### src/rtl/add_pipe_nbit_pkg.sv
// Shared types and defaults for the pipelined chunked adder/subtractor.
package add_pipe_nbit_pkg;

    localparam int unsigned DEFAULT_WIDTH = 16;
    localparam int unsigned DEFAULT_CHUNK = 4;

    // Per-stage control carried alongside the data
    typedef struct packed {
        logic valid;
        logic carry;
    } stage_ctrl_t;

    function automatic int unsigned num_stages(input int unsigned width, input int unsigned chunk);
        return (chunk == 0) ? 1 : width / chunk;
    endfunction

endpackage

### src/rtl/add_pipe_nbit_if.sv
// Operand/result stream bundle for add_pipe_nbit; master drives operands, slave is the adder.
interface add_pipe_nbit_if
    import add_pipe_nbit_pkg::*;
#(
    parameter int unsigned WIDTH = DEFAULT_WIDTH
);
    logic             in_valid;
    logic             in_ready;
    logic [WIDTH-1:0] a;
    logic [WIDTH-1:0] b;
    logic             cin;
    logic             sub;
    logic             out_valid;
    logic             out_ready;
    logic [WIDTH-1:0] sum;
    logic             cout;
    logic             ovf;

    modport master (
        output in_valid, a, b, cin, sub, out_ready,
        input  in_ready, out_valid, sum, cout, ovf
    );

    modport slave (
        input  in_valid, a, b, cin, sub, out_ready,
        output in_ready, out_valid, sum, cout, ovf
    );

endinterface

### src/rtl/add_chunk.sv
// Combinational CHUNK-bit ripple adder; also exposes the carry into its MSB for overflow.
module add_chunk #(
    parameter int unsigned CHUNK = 4
) (
    input  logic [CHUNK-1:0] a,
    input  logic [CHUNK-1:0] b,
    input  logic             ci,
    output logic [CHUNK-1:0] s,
    output logic             co,
    output logic             c_msb_in
);

    always_comb begin
        logic cy;
        cy       = ci;
        s        = '0;
        c_msb_in = 1'b0;
        for (int i = 0; i < int'(CHUNK); i++) begin
            if (i == int'(CHUNK) - 1) begin
                c_msb_in = cy;
            end
            s[i] = a[i] ^ b[i] ^ cy;
            cy   = (a[i] & b[i]) | (cy & (a[i] ^ b[i]));
        end
        co = cy;
    end

endmodule

### src/rtl/add_pipe_nbit.sv
// Pipelined WIDTH-bit adder/subtractor: one CHUNK-bit ripple stage per register stage,
// whole pipe advances together under a single valid/ready enable.
module add_pipe_nbit
    import add_pipe_nbit_pkg::*;
#(
    parameter int unsigned WIDTH = DEFAULT_WIDTH,
    parameter int unsigned CHUNK = DEFAULT_CHUNK
) (
    input  logic           clk,
    input  logic           rst,
    add_pipe_nbit_if.slave bus
);

    localparam int unsigned STAGES = num_stages(WIDTH, CHUNK);

    if (CHUNK == 0 || (WIDTH % CHUNK) != 0) begin : g_bad_cfg
        $error("add_pipe_nbit: WIDTH (%0d) must be a non-zero multiple of CHUNK (%0d)", WIDTH, CHUNK);
    end

    // Stage boundaries: index k is the input of stage k, index k+1 its registered output
    logic [WIDTH-1:0] a_bnd    [STAGES];
    logic [WIDTH-1:0] b_bnd    [STAGES];
    logic [WIDTH-1:0] s_bnd    [STAGES+1];
    stage_ctrl_t      ctrl_bnd [STAGES+1];
    logic             co_c     [STAGES];
    logic             cmsb_c   [STAGES];
    logic             adv_c;
    logic             ovf_q;

    assign adv_c        = ~ctrl_bnd[STAGES].valid | bus.out_ready;
    assign bus.in_ready = adv_c;

    // Subtract as a + ~b + 1; a borrow-in simply cancels that +1
    assign a_bnd[0]    = bus.a;
    assign b_bnd[0]    = bus.sub ? ~bus.b : bus.b;
    assign s_bnd[0]    = '0;
    assign ctrl_bnd[0] = '{valid: bus.in_valid, carry: bus.cin ^ bus.sub};

    for (genvar k = 0; k < STAGES; k++) begin : g_stage
        logic [CHUNK-1:0] s_c;
        logic [WIDTH-1:0] s_d;
        logic [WIDTH-1:0] s_q;
        stage_ctrl_t      ctrl_d;
        stage_ctrl_t      ctrl_q;

        add_chunk #(
            .CHUNK(CHUNK)
        ) u_chunk (
            .a       (a_bnd[k][k*CHUNK +: CHUNK]),
            .b       (b_bnd[k][k*CHUNK +: CHUNK]),
            .ci      (ctrl_bnd[k].carry),
            .s       (s_c),
            .co      (co_c[k]),
            .c_msb_in(cmsb_c[k])
        );

        always_comb begin
            s_d                   = s_bnd[k];
            s_d[k*CHUNK +: CHUNK] = s_c;
            ctrl_d                = '{valid: ctrl_bnd[k].valid, carry: co_c[k]};
        end

        always_ff @(posedge clk) begin
            if (rst) begin
                ctrl_q <= '0;
                s_q    <= '0;
            end else if (adv_c) begin
                ctrl_q <= ctrl_d;
                s_q    <= s_d;
            end
        end

        assign s_bnd[k+1]    = s_q;
        assign ctrl_bnd[k+1] = ctrl_q;

        // Operands are only forwarded while there are chunks left to add
        if (k < STAGES - 1) begin : g_fwd
            logic [WIDTH-1:0] a_q;
            logic [WIDTH-1:0] b_q;

            always_ff @(posedge clk) begin
                if (rst) begin
                    a_q <= '0;
                    b_q <= '0;
                end else if (adv_c) begin
                    a_q <= a_bnd[k];
                    b_q <= b_bnd[k];
                end
            end

            assign a_bnd[k+1] = a_q;
            assign b_bnd[k+1] = b_q;
        end
    end

    // Signed overflow: carry into MSB differs from carry out of MSB
    always_ff @(posedge clk) begin
        if (rst) begin
            ovf_q <= 1'b0;
        end else if (adv_c) begin
            ovf_q <= co_c[STAGES-1] ^ cmsb_c[STAGES-1];
        end
    end

    assign bus.out_valid = ctrl_bnd[STAGES].valid;
    assign bus.sum       = s_bnd[STAGES];
    assign bus.cout      = ctrl_bnd[STAGES].carry;
    assign bus.ovf       = ovf_q;

endmodule

### src/flat_wrapper.sv
// flat-port wrapper written by rule: the top's interface ports become plain ports
module add_pipe_nbit_flat import add_pipe_nbit_pkg::*;
#(
    parameter int unsigned WIDTH = DEFAULT_WIDTH,
    parameter int unsigned CHUNK = DEFAULT_CHUNK
)
  (clk, rst, bus_in_valid, bus_a, bus_b, bus_cin, bus_sub, bus_out_ready, bus_in_ready, bus_out_valid, bus_sum, bus_cout, bus_ovf);
  add_pipe_nbit_if #(.WIDTH(WIDTH)) bus_i ();
  input  logic clk;
  input  logic rst;
  input wire logic [$bits(bus_i.in_valid)-1:0] bus_in_valid;
  input wire logic [$bits(bus_i.a)-1:0] bus_a;
  input wire logic [$bits(bus_i.b)-1:0] bus_b;
  input wire logic [$bits(bus_i.cin)-1:0] bus_cin;
  input wire logic [$bits(bus_i.sub)-1:0] bus_sub;
  input wire logic [$bits(bus_i.out_ready)-1:0] bus_out_ready;
  output wire logic [$bits(bus_i.in_ready)-1:0] bus_in_ready;
  output wire logic [$bits(bus_i.out_valid)-1:0] bus_out_valid;
  output wire logic [$bits(bus_i.sum)-1:0] bus_sum;
  output wire logic [$bits(bus_i.cout)-1:0] bus_cout;
  output wire logic [$bits(bus_i.ovf)-1:0] bus_ovf;
  assign bus_i.in_valid = bus_in_valid;
  assign bus_i.a = bus_a;
  assign bus_i.b = bus_b;
  assign bus_i.cin = bus_cin;
  assign bus_i.sub = bus_sub;
  assign bus_i.out_ready = bus_out_ready;
  assign bus_in_ready = bus_i.in_ready;
  assign bus_out_valid = bus_i.out_valid;
  assign bus_sum = bus_i.sum;
  assign bus_cout = bus_i.cout;
  assign bus_ovf = bus_i.ovf;
  add_pipe_nbit #(.WIDTH(WIDTH), .CHUNK(CHUNK)) u_core (.clk(clk), .rst(rst), .bus(bus_i));
endmodule
### config.mk
export PLATFORM = sky130hd
export DESIGN_NAME = add_pipe_nbit_flat
export DESIGN_NICKNAME = d
export VERILOG_FILES = /design/src/rtl/add_pipe_nbit_pkg.sv /design/src/rtl/add_pipe_nbit_if.sv /design/src/rtl/add_chunk.sv /design/src/rtl/add_pipe_nbit.sv /design/src/flat_wrapper.sv
export SDC_FILE = /design/constraint.sdc
export NUM_CORES = 1
export LEC_CHECK = 0
export CAP_MARGIN = 20
export CELL_PAD_IN_SITES_DETAIL_PLACEMENT = 1
export CELL_PAD_IN_SITES_GLOBAL_PLACEMENT = 2
export CORE_MARGIN = 3
export CORE_UTILIZATION = 29
export DETAILED_ROUTE_END_ITERATION = 6
export PLACE_DENSITY = 0.73
export SLEW_MARGIN = 20
export SYNTH_ARGS = -nofsm -noshare
export SYNTH_HDL_FRONTEND = slang
export SYNTH_HIERARCHICAL = 1
export SYNTH_SLANG_ARGS = --single-unit
### constraint.sdc
create_clock -name clk -period 2.95 [get_ports clk]
set_input_delay 0.7375 -clock clk [delete_from_list [all_inputs] [get_ports clk]]
set_output_delay 0.7375 -clock clk [all_outputs]
set_load 0.03 [all_outputs]
==> run metrics <==
Worst-Skew Late Latency 0.34 ns; CP Cell Sequence clkdlybuf4s50_1 > xor2_1 > fa_1 > inv_1 > fa_1 > fa_1 > inv_1 > fa_1 > nand2_1 > a21oi_1; GRT overflow 0; layout net count 569; Worst EP arrival 3.03 ns; ys async rst share 0%; final WL 8.653 mm; fin util 36.95%; Final Hold Fails 0; max_cap viols 0; reg2reg start u_core/g_stage[2].g_fwd.a_q[12]; transition time of the tightest slew-check pin 0.8582 ns; number of core rows 42; Lkg Pwr 1.898 nW; ranking of synthesized cells by area dfxtp_1, nand2_1, a21oi_1; Hold/Removal Path Class flip-flop to flip-flop; Routed Antenna Nets 0; die width 124.2 um; Area Growth Syn to Fin 22.78%; CTS tree yes; Critical Path Fanout Max 1; Post-Syn Nets 530; Longest Clk Path Bufs 2; # IOs 58; DRC violations left 0; largest net degree at the start of global routing 110; vias in the first global route 3084; core footprint 0.01345 mm^2; post-synth top area share 47.96%; Synth area leader dfxtp_1; Die Span Y 124.2 um; pwr dens 597.8 mW/mm^2; placer congestion estimate 0.7051; Pre-Repair DR Iteration Count 4; Ys Warns 6; RSZ-0062 raised after global routing false; root buffer cell clkbuf_16; Setup-failing EPs final 0; via count 3050; die area 0.01542 mm^2; VDD IR max 232.7 uV; Slew HR 42.79%; dpl hpwl 5.613 mm; #FFs+latches synth 97; Cell Area, Synth 0.004049 mm^2; startpoint types input pin; ANT cells 0; EDFF count, synth 0; Setup Skew 0.007199 ns; Worst path max stage delay 0.49 ns; Synth cell types 15; Area after DPL 0.004667 mm^2; Design Area, Final 0.004971 mm^2; H-tree depth 3; commonest cells in the netlist nand2_1, dfxtp_1, a21oi_1; r2r setup slk 0.76 ns; critical path's slowest cell clkdlybuf4s50_1; gr usage total 12.10%; # port buffers 57; R2R depth 8; count leader, synth nand2_1; Clock transition at path regs 0.06 ns; critical path type input pin to flip-flop; Worst EP required 3.15 ns; syn_area_per_cell 8.506 um^2; cell mode on critical path fa_1; ys flop type dfxtp_1; Tmin final 2.823 ns; global-route wire length before repair 14.61 mm; Fmax achieved 0.3542 GHz; drt wl/cell 12.43 um; DR vias/cell 4.382; initial antenna violation count 0; endpoint class of the critical path flip-flop; crit path capture u_core/g_stage[0].s_q[3]; sequential area share after synthesis 47.96%; CP startpoint bus_cin; share of cells above drive strength 1 6.346%; final-report max-slew violation count 0; total power 0.002971 W; gate count of the mapped netlist 476; clk sinks 97; Worst R2R End u_core/bus.sum[15]; number of CTS-inserted buffers 9; outcome finished clean; starting density of the core 30.10%; period utilization 95.71%; 1st-iter DRT viols 194
## timing repair
item,4_1_cts,5_1_grt
setup endpoints to repair,1,0
gates resized for setup,1,0
endpoints found under the hold margin,0,0
hold buffers,0,0
buffers inserted,0,0
## cell usage in the layout, fill, tap and decap left out
cell / netlist / routed
clkbuf_16: 0 / 9
xnor2_1: 13 / 13
fa_1: 16 / 16
clkdlybuf4s50_1: 0 / 55
nand2_1: 166 / 166
a21oi_1: 83 / 83
dfxtp_1: 97 / 97
a211oi_2: 13 / 13
clkbuf_1: 7 / 4
clkinv_2: 0 / 2
buf_12: 0 / 2
nor2_1: 15 / 15
xor2_1: 5 / 5
buf_4: 14 / 4
nor2b_4: 1 / 1
dlygate4sd2_1: 0 / 1
inv_1: 32 / 32
bufinv_16: 0 / 2
## through the flow
step | TNS [ns] | hold WS, ns | setup WS, ns | cells
global route | 0 | 0.4707 | 0.01020 | 696
finish | 0 | 0.4491 | 0.1266 | 696
floorplan | 0 | 0.4319 | 0.08602 | 476
global placement | -0.2943 | 0.4374 | -0.2807 | 680
CTS | 0 | 0.4537 | 0.08911 | 696
detailed placement | -0.5498 | 0.4452 | -0.3931 | 680
## sequential cells by signal (all words and copies together) (netlist names)
register and count:
u_core/bus.out_valid 1, u_core/bus.ovf 1, u_core/g_stage.g_fwd.a_q 24, u_core/bus.cout 1
u_core/g_stage.s_q 24, u_core/bus.sum 16, u_core/ctrl_bnd 6, u_core/g_stage.g_fwd.b_q 24
## worst max-delay path: cells and delay by family
family / cells / cell delay, ns
adder cells (fa/ha/maj): 4 / 1.34
AND/OR/NAND/NOR: 1 / 0.07
XOR/XNOR: 1 / 0.20
buffers and inverters: 3 / 0.62
AO/OA/AOI/OAI: 1 / 0.06
## cells by family after synthesis
kind of cell             Yosys count  share of synthesized area (%)
AO/OA/AOI/OAI                     96                          14.28
XOR/XNOR                          18                          3.894
adder cells (fa/ha/maj)           16                          7.911
buffers and inverters             67                          8.838
flip-flops                        97                          47.96
AND/OR/NAND/NOR                  182                          17.12
## worst min-delay path by stage
| stage | from | endpoint | slack [ns] | cells past startpoint |
|---|---|---|---|---|
| after global placement | u_core/bus.sum[1] | u_core/bus.sum[1] | 0.44 | 2 |
| after global routing | u_core/g_stage[0].g_fwd.a_q[14] | u_core/g_stage[0].g_fwd.a_q[14] | 0.47 | 2 |
| after detailed placement | u_core/g_stage[1].s_q[1] | u_core/g_stage[1].s_q[1] | 0.45 | 2 |
| final | u_core/bus.sum[6] | u_core/bus.sum[6] | 0.45 | 2 |
| after CTS | u_core/g_stage[2].s_q[5] | u_core/g_stage[2].s_q[5] | 0.45 | 2 |
| after floorplan | u_core/g_stage[0].g_fwd.a_q[5] | u_core/g_stage[0].g_fwd.a_q[5] | 0.43 | 2 |
## power breakdown
| part | internal [W] | total, W | leakage [nW] | switching (W) |
|---|---|---|---|---|
| clock | 0.000743 | 0.00122 | 0.148 | 0.000474 |
| combinational | 0.000152 | 0.000313 | 0.953 | 0.000161 |
| sequential | 0.00140 | 0.00144 | 0.797 | 0.0000447 |
| total | 0.00229 | 0.00297 | 1.90 | 0.000680 |
## layout make-up
type | instances | area, um^2
Sequential cell | 97 | 1942
Fill cell | 1605 | 8482
Tap cell | 176 | 220.2
Clock inverter | 3 | 65.06
Clock buffer | 13 | 240.2
Inverter | 33 | 125.1
Timing Repair Buffer | 62 | 629.4
Multi-Input combinational cell | 312 | 1749
## routing by layer
metal / routed length, um / share of wire, % / track usage, % / vias up
li1: - / - / - / 1561
met3: 307 / 3.5 / 3.315 / 9
met4: 143 / 1.7 / 4.517 / 0
met5: 0 / 0 / 0 / -
met2: 4273 / 49 / 20.24 / 37
met1: 3929 / 45 / 14.88 / 1443
Note: power is estimated with default switching activity, not from simulation.
